### config.mk
export PLATFORM = sky130hd
export DESIGN_NAME = mac_tx_fifo_reader
export DESIGN_NICKNAME = d
export VERILOG_FILES = /design/src/rtl/eth_pkg.sv /design/src/rtl/tx_skid2.sv /design/src/rtl/mac_tx_fifo_reader.sv
export SDC_FILE = /design/constraint.sdc
export NUM_CORES = 1
export LEC_CHECK = 0
export CORE_MARGIN = 4
export CORE_UTILIZATION = 25
export DETAILED_ROUTE_END_ITERATION = 7
export PLACE_DENSITY = 0.48
export SETUP_SLACK_MARGIN = 0.5
export SYNTH_ARGS = -nofsm -noshare
export SYNTH_HDL_FRONTEND = slang
export SYNTH_SLANG_ARGS = --single-unit
### constraint.sdc
create_clock -name Clk_user -period 4.3 [get_ports Clk_user]
set_clock_uncertainty 0.05 [all_clocks]
set_input_delay 0.86 -clock Clk_user [delete_from_list [all_inputs] [get_ports Clk_user]]
set_output_delay 0.86 -clock Clk_user [all_outputs]
set_load 0.02 [all_outputs]
### src/rtl/eth_pkg.sv
// Shared MAC-side definitions for the TX FIFO reader: BE encoding, FSM states, header layout.
package eth_pkg;

  localparam int unsigned DATA_W      = 32;
  localparam int unsigned HDR_LEN_LSB = 0;

  // Tx_mac_BE encoding: number of valid bytes on the eop word.
  localparam logic [1:0] BE_4 = 2'b00;
  localparam logic [1:0] BE_1 = 2'b01;
  localparam logic [1:0] BE_2 = 2'b10;
  localparam logic [1:0] BE_3 = 2'b11;

  typedef enum logic [2:0] {
    StIdle,
    StHdr,
    StData,
    StDrop,
    StDone
  } tx_state_t;

  typedef struct packed {
    logic [DATA_W-1:0] data;
    logic              sop;
    logic              eop;
    logic [1:0]        be;
  } tx_word_t;

  function automatic logic [1:0] be_for_len(input logic [1:0] len_lsb);
    case (len_lsb)
      2'd1:    return BE_1;
      2'd2:    return BE_2;
      2'd3:    return BE_3;
      default: return BE_4;
    endcase
  endfunction

endpackage

### src/rtl/tx_skid2.sv
// Two-entry FIFO between the packet FIFO read path and the MAC write port.
module tx_skid2
  import eth_pkg::*;
(
  input  logic       clk_i,
  input  logic       rst_i,
  input  logic       push_i,
  input  tx_word_t   push_word_i,
  input  logic       pop_i,
  output tx_word_t   head_o,
  output logic [1:0] occ_o
);

  tx_word_t   mem_q [2];
  logic       wr_ptr_q;
  logic       rd_ptr_q;
  logic [1:0] occ_q;

  // Caller guarantees no push when full and no pop when empty.
  always_ff @(posedge clk_i or posedge rst_i) begin
    if (rst_i) begin
      mem_q[0] <= '0;
      mem_q[1] <= '0;
      wr_ptr_q <= 1'b0;
      rd_ptr_q <= 1'b0;
      occ_q    <= 2'd0;
    end else begin
      if (push_i) begin
        mem_q[wr_ptr_q] <= push_word_i;
        wr_ptr_q        <= ~wr_ptr_q;
      end
      if (pop_i) begin
        rd_ptr_q <= ~rd_ptr_q;
      end
      case ({push_i, pop_i})
        2'b10:   occ_q <= occ_q + 2'd1;
        2'b01:   occ_q <= occ_q - 2'd1;
        default: occ_q <= occ_q;
      endcase
    end
  end

  assign head_o = mem_q[rd_ptr_q];
  assign occ_o  = occ_q;

endmodule

### src/rtl/mac_tx_fifo_reader.sv
// Drains length-prefixed frames from the packet read FIFO into the MAC user TX port.
module mac_tx_fifo_reader
  import eth_pkg::*;
#(
  parameter int unsigned MAX_LEN = 2047,
  parameter int unsigned LEN_W   = 16
) (
  input  logic        Clk_user,
  input  logic        Reset,
  input  logic [31:0] rd_dat_i,
  output logic        rd_read_o,
  output logic        rd_done_o,
  input  logic        rd_ready_i,
  input  logic        rd_empty_i,
  input  logic        Tx_mac_wa,
  output logic        Tx_mac_wr,
  output logic [31:0] Tx_mac_data,
  output logic [1:0]  Tx_mac_BE,
  output logic        Tx_mac_sop,
  output logic        Tx_mac_eop,
  output logic        err_o
);

  tx_state_t        state_q, state_d;
  logic [LEN_W-1:0] hdr_len, hdr_len_p3, hdr_words;
  logic             hdr_oversize;
  logic [1:0]       len_lsb_q;
  logic [LEN_W-1:0] words_q, reads_left_q, sent_left_q;
  logic             inflight_q, inf_sop_q, inf_eop_q;

  tx_word_t   head, push_word;
  logic [1:0] occ;
  logic       buf_valid, consume, can_read, data_read, drop_read;
  logic [2:0] pending;

  assign hdr_len      = rd_dat_i[HDR_LEN_LSB +: LEN_W];
  assign hdr_len_p3   = hdr_len + LEN_W'(3);
  assign hdr_words    = hdr_len_p3 >> 2;
  assign hdr_oversize = hdr_len > LEN_W'(MAX_LEN);

  assign buf_valid = (occ != 2'd0);
  assign consume   = buf_valid && Tx_mac_wa;

  // Words held plus the one returning next cycle, less the one leaving now.
  assign pending   = {1'b0, occ} + {2'b00, inflight_q};
  assign can_read  = pending < (3'd2 + {2'b00, consume});
  assign data_read = (state_q == StData) && (reads_left_q != '0) && !rd_empty_i && can_read;
  assign drop_read = (state_q == StDrop) && (reads_left_q != '0) && !rd_empty_i;

  always_ff @(posedge Clk_user or posedge Reset) begin
    if (Reset) begin
      state_q <= StIdle;
    end else begin
      state_q <= state_d;
    end
  end

  always_comb begin
    state_d = state_q;
    unique case (state_q)
      StIdle: if (rd_ready_i && !rd_empty_i) state_d = StHdr;
      StHdr: begin
        if (hdr_len == '0)     state_d = StDone;
        else if (hdr_oversize) state_d = StDrop;
        else                   state_d = StData;
      end
      StData: if (consume && sent_left_q == LEN_W'(1)) state_d = StDone;
      StDrop: begin
        if (reads_left_q == '0 || (drop_read && reads_left_q == LEN_W'(1))) state_d = StDone;
      end
      StDone:  state_d = StIdle;
      default: state_d = StIdle;
    endcase
  end

  always_comb begin
    rd_read_o = 1'b0;
    rd_done_o = 1'b0;
    err_o     = 1'b0;
    unique case (state_q)
      StIdle:  rd_read_o = rd_ready_i && !rd_empty_i && !Reset;
      StHdr:   err_o     = hdr_oversize && (hdr_len != '0);
      StData:  rd_read_o = data_read;
      StDrop:  rd_read_o = drop_read;
      StDone:  rd_done_o = 1'b1;
      default: ;
    endcase
  end

  always_ff @(posedge Clk_user or posedge Reset) begin
    if (Reset) begin
      len_lsb_q    <= 2'd0;
      words_q      <= '0;
      reads_left_q <= '0;
      sent_left_q  <= '0;
      inflight_q   <= 1'b0;
      inf_sop_q    <= 1'b0;
      inf_eop_q    <= 1'b0;
    end else begin
      if (state_q == StHdr) begin
        len_lsb_q    <= hdr_len[1:0];
        words_q      <= hdr_words;
        reads_left_q <= hdr_words;
        sent_left_q  <= hdr_words;
      end else begin
        if (data_read || drop_read) reads_left_q <= reads_left_q - LEN_W'(1);
        if (consume)                sent_left_q  <= sent_left_q - LEN_W'(1);
      end
      // Frame position is tagged at issue time and travels with the returning word.
      inflight_q <= data_read;
      inf_sop_q  <= data_read && (reads_left_q == words_q);
      inf_eop_q  <= data_read && (reads_left_q == LEN_W'(1));
    end
  end

  always_comb begin
    push_word.data = rd_dat_i;
    push_word.sop  = inf_sop_q;
    push_word.eop  = inf_eop_q;
    push_word.be   = inf_eop_q ? be_for_len(len_lsb_q) : BE_4;
  end

  tx_skid2 u_skid (
    .clk_i       (Clk_user),
    .rst_i       (Reset),
    .push_i      (inflight_q),
    .push_word_i (push_word),
    .pop_i       (consume),
    .head_o      (head),
    .occ_o       (occ)
  );

  assign Tx_mac_wr   = consume;
  assign Tx_mac_data = buf_valid ? head.data : '0;
  assign Tx_mac_sop  = buf_valid && head.sop;
  assign Tx_mac_eop  = buf_valid && head.eop;
  assign Tx_mac_BE   = buf_valid ? head.be : 2'b00;

endmodule

==> results.toml, run 1 <==
[status]
outcome = "completed"

[synth]
synth_area_mm2 = 0.00647
ys_top_cells_by_area = "dfrtp_1, nand2_1, mux2i_1, mux2_2, nor2_1"
synth_edf_count = 0
synth_area_leader_cell = "dfrtp_1"
synth-seq-cells = 130
synth.avg_cell_area_um2 = 9.54
syn_inst = 678
ys_warn_count = 0
synth_cell_types = 56
synth-async-reset-ratio = 1.00
netlist.area_leader.share = 0.503
seq_area_frac_synth = 0.503
synthFlopType = "dfrtp_1"
syn_nets = 722

[sta]
fin_ws_ns = 0.945
relSlewSlack = 0.285
rsz0062_at_grt = "no"
hold_violations = 0
slew_violations = 0
tightest_slew_ns = 1.07
clock.fmax_ghz = 0.298
final-setup-viol-count = 0
post-route-period-util = 0.780
setup_tns_ns = 0
period_minus_slack_ns = 3.36

[floorplanning]
die_x_um = 169
coreArea_mm2 = 0.0253
chipHeight_um = 169
design.die.area_mm2 = 0.0285
fp-row-count = 58
start_util = 0.255
io_pins = 77

[routing]
finalWirelength_um = 16900
viasPerCell = 4.54
firstDrtPassIters = 4
vias = 4963
drcViolationCount = 0
drt_iter0_markers = 242
antenna_left = 0
wl_per_cell_um = 15.5

[clocking]
cts_tree = "done"
root_buffer = "clkbuf_16"
postCtsSetupBuffers = 0
cts_buffer_depth = 2
cts_sinks = 130
path_clk_slew_ns = 0.06
ctsResizeCount = 1
cts_hold_buf = 0
clk_latency_ns = 0.41
cts-buffers-inserted = 17
htreeDepth = 4

[setup_path]
reg2reg_depth = 8
required_ns = 3.39
worstPathMaxFanout = 8
path_class = "input port to primary output"
reg2reg_setup_slack_ns = 1.89
r2r_end = "reads_left_q[9]$_DFFE_PP0P_"
endpoint_kind = "primary output"
r2r_start = "u_skid.occ_o[0]$_DFFE_PP0P_"
startpoint_type = "input port"
cp_data_arrival_time_ns = 2.45

[flow_run]
drv_cap = 0

[placed_design]
io_buffers = 76
pre_cts_slack_ns = 0.585
dp_hpwl_um = 11900
routabilityCongestion = 0.800

[global_route]
met2_usage = 0.205
grt_overflow = 0
busiest_layer = "met2"
antenna_found_initial = 0
grt_usage = 0.122
grt_pass1_wl_um = 27600
gr-usage-met3 = 0.0301
grt_pass1_vias = 4959
grt.met1_usage = 0.156
grt_max_degree = 89

[power]
powerDensity_mw_per_mm2 = 763
max-vdd-ir-drop_v = 0.000398
p_leak_nw = 3.54

[worst_hold_path]
min_from = "u_skid.mem_q[68]$_DFFE_PP0P_"
holdPathEnd = "u_skid.mem_q[68]$_DFFE_PP0P_"
min_path_type = "flop to flop"
min_path_cells = 2

[final_layout]
drive_gt1_frac = 0.118
layout.nets = 794
antenna_cells = 0
area_growth_pct = 27.0
cell usage after synthesis, drive strengths merged (5+ instances only):
cell	n
nand2	138
dfrtp	130
nor2	85
mux2i	36
mux2	30
clkbuf	29
o21ai	26
a21oi	25
xnor2	24
xor2	20
nand4	14
inv	13
nor3	12
nor4	8
or4	8
buf	7
ha	7
nand3	6
o211ai	6
or3	6
a31oi	5
nor3b	5
layout make-up:
type	count	area, um2
clock inverter	9	81.3
tap	330	413
sequential	130	3250
multi-input combinational	498	3040
clock buffer	22	484
fill	2630	17100
timing repair buffer	89	886
inverter	14	56.3
routing by layer:
| layer | routed length (um) | share of wire |
|---|---|---|
| met4 | 346 | 0.020 |
| met2 | 8300 | 0.49 |
| met1 | 7520 | 0.45 |
| met3 | 725 | 0.043 |
| met5 | 0 | 0 |
worst max-delay path by stage:
| stage | slack, ns | depth (start not counted) | endpoint | start |
|---|---|---|---|---|
| 2_1_floorplan | 0.98 | 7 | rd_read_o | Tx_mac_wa |
| 3_3_place_gp | 0.59 | 4 | rd_read_o | rd_empty_i |
| 4_1_cts | 0.58 | 7 | rd_read_o | Tx_mac_wa |
| 6_report | 0.94 | 4 | err_o | rd_dat_i[11] |
| 3_5_place_dp | 0.58 | 7 | rd_read_o | Tx_mac_wa |
| 5_1_grt | 0.85 | 4 | err_o | rd_dat_i[11] |
report_power, final:
group          switching, mW  leakage [nW]  total [mW]  internal [mW]
Sequential             0.439          1.57        2.21           1.77
Clock                  0.521         0.274        1.37          0.849
Combinational           1.41          1.70        2.69           1.28
per-stage QoR:
stage	util	hold WS, ns	cells	power, mW	cell area [um2]
6_report	0.324	0.421	1092	6.27	8220
4_1_cts	0.324	0.427	1092	6.36	8200
3_3_place_gp	0.301	0.400	1061	4.92	7630
5_1_grt	0.324	0.448	1092	6.74	8220
3_5_place_dp	0.301	0.412	1061	4.95	7630
2_1_floorplan	-	0.385	678	3.91	6470
state kept, by name (all words and copies together) (netlist names):
signal / count
state_q: 3
u_skid.wr_ptr_q: 1
inflight_q: 1
sent_left_q: 16
words_q: 14
u_skid.mem_q: 72
reads_left_q: 16
u_skid.rd_ptr_q: 1
len_lsb_q: 2
inf_eop_q: 1
inf_sop_q: 1
u_skid.occ_o: 2
cells in the final DEF (no fill, tap or decap), drive strengths merged, types with 7 or more instances in the layout:
cell,count
ha,7
clkbuf,22
mux2i,36
buf,13
nor4,8
o21ai,26
nor3,12
xnor2,24
nand4,14
a21oi,25
nor2,85
dfrtp,130
mux2,30
nand2,138
clkdlybuf4s50,75
inv,12
xor2,20
or4,8
worst max-delay path: stages:
cell             delay (ns)
clkdlybuf4s50_1        0.67
nor3_1                 0.12
a21oi_1                0.16
clkdlybuf4s50_1        0.62
logic make-up after synthesis:
| kind of cell | share of synthesized area |
|---|---|
| XOR/XNOR | 0.0596 |
| buffers and inverters | 0.0311 |
| AO/OA/AOI/OAI | 0.0795 |
| adder cells (fa/ha/maj) | 0.0135 |
| multiplexers | 0.108 |
| AND/OR/NAND/NOR | 0.205 |
| flip-flops | 0.503 |
(Power assumes the default switching activity.)
==> run 2, diff against run 1 <==
==> constraint.sdc (replaced) <==
create_clock -name Clk_user -period 2.75 [get_ports Clk_user]
set_clock_uncertainty 0.05 [all_clocks]
set_input_delay 0.55 -clock Clk_user [delete_from_list [all_inputs] [get_ports Clk_user]]
set_output_delay 0.55 -clock Clk_user [all_outputs]
set_load 0.02 [all_outputs]
==> run 2 against run 1 <==
Non-clock buffer count rose by 58. Sequential power up 56%. Final area increased by 7.7%. Sequential cell count unchanged. Clock power rose by 77%. Hold slack got worse by 0.0096 ns. Register-to-register slack lost 1.5 ns. Routed wire length grew 8.7%. Critical path depth grew 3. Critical endpoint is now rd_read_o. Highest routed layer unchanged.
==> results.toml, run 2 (synthesis gave the netlist of run 1 again) <==
[sta]
final-setup-viol-count = 0
relSlewSlack = 0.555
fin_ws_ns = 0.217
slew_violations = 0
setup_tns_ns = 0
post-route-period-util = 0.921
hold_violations = 0
rsz0062_at_grt = "yes"
period_minus_slack_ns = 2.53
clock.fmax_ghz = 0.395
tightest_slew_ns = 0.667

[global_route]
grt_overflow = 0
grt_usage = 0.130
grt_pass1_vias = 5307
grt_pass1_wl_um = 29300
grt_max_degree = 74
antenna_found_initial = 0

[final_layout]
drive_gt1_frac = 0.256
fillers = 2619
fin_util = 0.349
top_register = "u_skid.mem_q"
reg_top3 = "u_skid.mem_q x72, reads_left_q x16, sent_left_q x16"
layout.nets = 852
final_common_cell = "nand2_1"
antenna_cells = 0
layout_common_cells = "nand2_1, dfrtp_1, nor2_1"
area_growth_pct = 36.9
largest_register_ff_count = 72

[setup_path]
critPathMaxStageDelay_ns = 0.43
required_ns = 2.15
cp_top_family = "flip-flops"
crit_chain = "ha_4 -> ha_4 -> nor2_1 -> a211o_1 -> nand3_2 -> o31ai_4 -> buf_6"
worstPathMaxFanout = 3
crit_path_top_delay_cell = "dfrtp_2"
path_class = "flop to primary output"
path_buf_inv = 1
endpoint_kind = "primary output"
startpoint_type = "flop"
cp_data_arrival_time_ns = 1.93
critPathMostFrequentCell = "ha_4"

[routing]
drt_iter0_markers = 300
vias = 5249
viasPerCell = 4.56
wl_per_cell_um = 15.9
finalWirelength_um = 18400
drcViolationCount = 0
antenna_left = 0
firstDrtPassIters = 4

[placed_design]
pre_cts_slack_ns = 0.0545
routabilityCongestion = 0.776
dp_hpwl_um = 12600
io_buffers = 76

[floorplanning]
start_util = 0.255
fp-row-count = 58
chipHeight_um = 169
io_pins = 77
design.die.area_mm2 = 0.0285
coreArea_mm2 = 0.0253
die_x_um = 169

[clocking]
path_clk_slew_ns = 0.06
cts-buffers-inserted = 17
root_buffer = "clkbuf_16"
htreeDepth = 4
cts_buffer_depth = 2
cts_sinks = 130
cts_tree = "done"
clk_latency_ns = 0.41

[worst_hold_path]
min_path_type = "flop to flop"

[status]
outcome = "completed"

[power]
powerDensity_mw_per_mm2 = 1200
max-vdd-ir-drop_v = 0.000532
p_leak_nw = 3.94

[flow_run]
drv_cap = 0
## run 2: cell count changes in the layout (fill, tap and decap cells not counted), sizes merged
| cell | delta |
|---|---|
| bufinv | +3 |
| dlymetal6s2s | -1 |
| buf | +80 |
| clkinv | -2 |
| clkbuf | +17 |
| clkdlybuf4s50 | -39 |
| dlygate4sd2 | +2 |
| clkinvlp | -1 |
## run 2: where the power goes
part,leakage (nW),switching [mW],internal [mW]
logic,2.08,2.50,2.26
clock network,0.303,0.828,1.59
registers,1.56,0.667,2.78
## run 2: worst paths after layout
kind                                             start                           end  slack [ns]  cells after the start
setup / recovery           u_skid.occ_o[0]$_DFFE_PP0P_                     rd_read_o        0.22                      7
min in group asynchronous                        Reset   sent_left_q[12]$_DFFE_PP0P_        0.47                      2
hold / removal                     inf_sop_q$_DFF_PP0_  u_skid.mem_q[39]$_DFFE_PP0P_        0.41                      2
setup reg to reg           u_skid.occ_o[0]$_DFFE_PP0P_   reads_left_q[9]$_DFFE_PP0P_        0.38                     10
hold reg to reg                    inf_sop_q$_DFF_PP0_  u_skid.mem_q[39]$_DFFE_PP0P_        0.41                      2
max in group asynchronous                        Reset   reads_left_q[8]$_DFFE_PP0P_        1.46                      3
## run 2: final cells by class
type	count	area [um2]	area share
Sequential cell	130	3260	0.369
Tap cell	330	413	0.0466
Timing Repair Buffer	147	1310	0.148
Clock inverter	9	154	0.0174
Multi-Input combinational cell	498	3170	0.358
Clock buffer	23	478	0.0540
Inverter	14	61.3	0.00693
## run 2: stage by stage
step / cells / total power [mW] / instance area (um2) / hold slack, ns
after CTS: 1138 / 10.6 / 8790 / 0.424
after global routing: 1151 / 11.3 / 8850 / 0.441
after floorplan: 678 / 6.16 / 6520 / 0.385
after global placement: 1090 / 7.85 / 7930 / 0.401
after detailed placement: 1090 / 7.92 / 7930 / 0.406
final: 1151 / 10.6 / 8850 / 0.412
## run 2: routing by layer
layer | up-vias | GRT usage | wire [um]
met5 | - | 0 | 0
met4 | 0 | 0.0462 | 459
met3 | 25 | 0.0304 | 599
met2 | 84 | 0.216 | 8950
met1 | 2563 | 0.166 | 8350
li1 | 2577 | - | -
## run 2: tightest hold or removal path, delay by kind of cell (launching register included)
| family | cells | cell delay [ns] |
|---|---|---|
| DFF | 1 | 0.34 |
| and+or+nand+nor | 2 | 0.10 |
## run 2: timing repair
| item | in CTS | in global routing |
|---|---|---|
| gates cloned | 2 | 0 |
| pin swaps | 1 | 7 |
| setup buffers | 14 | 13 |
| hold buffers | 0 | 0 |
| setup endpoints to repair | 49 | 45 |
| gates resized for setup | 89 | 102 |
==> run 3, diff against run 2 <==
--- a/config.mk
+++ b/config.mk
@@ -7,9 +7,11 @@
 export LEC_CHECK = 0
 export CORE_MARGIN = 4
 export CORE_UTILIZATION = 25
+export CTS_CLUSTER_DIAMETER = 50
 export DETAILED_ROUTE_END_ITERATION = 7
-export PLACE_DENSITY = 0.48
+export PLACE_DENSITY = 0.46
 export SETUP_SLACK_MARGIN = 0.5
+export SLEW_MARGIN = 25
 export SYNTH_ARGS = -nofsm -noshare
 export SYNTH_HDL_FRONTEND = slang
 export SYNTH_SLANG_ARGS = --single-unit
==> constraint.sdc (replaced) <==
create_clock -name Clk_user -period 2.8 [get_ports Clk_user]
set_clock_uncertainty 0.05 [all_clocks]
set_input_delay 0.56 -clock Clk_user [delete_from_list [all_inputs] [get_ports Clk_user]]
set_output_delay 0.56 -clock Clk_user [all_outputs]
set_load 0.02 [all_outputs]
==> run 3 against run 2 <==
Die area is the same. Power fell by 6.0%. Worst setup slack better by 0.067 ns. Clock power decreased by 3%. Critical path depth is the same. Largest cell class unchanged. Sequential cell count did not move. Hold slack improved by 0.0097 ns. Global-route usage fell by 0.12 points. Utilization fell by 0.61 points.
==> results.toml, run 3 (synthesis gave the netlist of run 1 again) <==
[clocking]
cts-buffers-inserted = 17
cts_hold_buf = 0
root_buffer = "clkbuf_16"
path_clk_slew_ns = 0.06
cts_sinks = 130
clk_latency_ns = 0.42
cts_tree = "done"
htreeDepth = 4
cts_buffer_depth = 2

[routing]
viasPerCell = 4.45
drt_iter0_markers = 320
wl_met1_um = 7860
wl_per_cell_um = 15.6
finalWirelength_um = 17800
firstDrtPassIters = 4
antenna_left = 0
dr_wl_met2_um = 9150
met3_length_um = 624
drcViolationCount = 0
vias = 5091
highest_layer = "met4"

[global_route]
grt_usage = 0.129
grt_overflow = 0
grt_pass1_wl_um = 29100
grt_max_degree = 131
grt_pass1_vias = 5265
antenna_found_initial = 0

[sta]
period_minus_slack_ns = 2.52
setup_tns_ns = 0
rsz0062_at_grt = "yes"
post-route-period-util = 0.898
relSlewSlack = 0.492
hold_violations = 0
tightest_slew_ns = 0.762
slew_violations = 0
final-setup-viol-count = 0
clock.fmax_ghz = 0.398

[flow_run]
drv_cap = 0

[power]
p_leak_nw = 3.92
powerDensity_mw_per_mm2 = 1150
max-vdd-ir-drop_v = 0.000421

[setup_path]
cp_top_family = "adder cells"
critPathMostFrequentCell = "ha_4"
worstPathMaxFanout = 2
critPathMaxStageDelay_ns = 0.41
endpoint_kind = "primary output"
startpoint_type = "flop"
crit_chain = "ha_4 -> ha_4 -> nor2_1 -> a211o_1 -> nand3_2 -> o31ai_4 -> buf_6"
path_class = "flop to primary output"
cp_data_arrival_time_ns = 1.91
path_buf_inv = 1
crit_path_top_delay_cell = "dfrtp_1"
required_ns = 2.19

[floorplanning]
die_x_um = 169
fp-row-count = 58
io_pins = 77
start_util = 0.255
coreArea_mm2 = 0.0253
design.die.area_mm2 = 0.0285
chipHeight_um = 169

[final_layout]
top_register = "u_skid.mem_q"
reg_top3 = "u_skid.mem_q x72, reads_left_q x16, sent_left_q x16"
layout_common_cells = "nand2_1, dfrtp_1, nor2_1"
drive_gt1_frac = 0.199
antenna_cells = 0
largest_register_ff_count = 72
final_cell_count_no_fill = 1143
area_growth_pct = 34.5
final_area_mm2 = 0.00870
layout.nets = 844
final_common_cell = "nand2_1"

[placed_design]
routabilityCongestion = 0.771
placed_cell_area_mm2 = 0.00796
dp_hpwl_um = 12400
numPlacedInstances = 1099
io_buffers = 76

[status]
outcome = "completed"

[worst_hold_path]
min_path_type = "flop to flop"
## run 3: worst register-to-register path: cells and delay by family (launching register included)
kind	cells	cell delay, ns
DFF	1	0.40
buffers and inverters	1	0.13
and+or+nand+nor	5	1.64
## run 3: path summary, 6_finish.rpt
check / start / to / slack [ns] / depth (start not counted)
max in group asynchronous: Reset / u_skid.rd_ptr_q$_DFFE_PP0P_ / 1.34 / 3
min in group asynchronous: Reset / sent_left_q[15]$_DFFE_PP0P_ / 0.71 / 3
worst max register to register: reads_left_q[4]$_DFFE_PP0P_ / reads_left_q[15]$_DFFE_PP0P_ / 0.52 / 6
worst min-delay path: u_skid.mem_q[68]$_DFFE_PP0P_ / u_skid.mem_q[68]$_DFFE_PP0P_ / 0.42 / 2
worst min register to register: u_skid.mem_q[68]$_DFFE_PP0P_ / u_skid.mem_q[68]$_DFFE_PP0P_ / 0.42 / 2
worst max-delay path: u_skid.occ_o[0]$_DFFE_PP0P_ / rd_read_o / 0.28 / 7
## run 3: stage by stage
stage                      util  total power, mW  hold WS, ns  setup slack [ns]
after floorplan               -             6.04        0.385             0.514
after global placement    0.314             7.78        0.406            -0.284
after detailed placement  0.314             7.84        0.412            -0.286
after CTS                 0.340             10.0        0.426             0.244
after global routing      0.343             10.7        0.447             0.197
final                     0.343             9.98        0.421             0.284
## run 3: cell type report
cell class / count / area (um2)
Tap cell: 330 / 413
Clock buffer: 25 / 505
Timing Repair Buffer: 139 / 1200
Inverter: 14 / 61.3
Sequential cell: 130 / 3260
Multi-Input combinational cell: 498 / 3130
Clock inverter: 7 / 121
Fill cell: 2615 / 16600
## run 3: layer usage
layer  track usage  vias to the layer above
met2         0.223                       78
li1              -                     2565
met1         0.163                     2436
met5             0                        -
met3        0.0271                       12
met4        0.0339                        0
## run 3: report_power, final
group	internal [mW]	total, mW	switching (mW)
Sequential	2.73	3.36	0.630
Clock	1.52	2.35	0.832
Combinational	1.96	4.27	2.31
Total	6.21	9.98	3.77
## run 3: repair_timing
| item | 4_1_cts | 5_1_grt |
|---|---|---|
| buffers inserted | 6 | 6 |
| pin swaps | 7 | 6 |
| gates resized for setup | 70 | 14 |
| endpoints found under the setup margin | 44 | 40 |
| endpoints found under the hold margin | 0 | 0 |
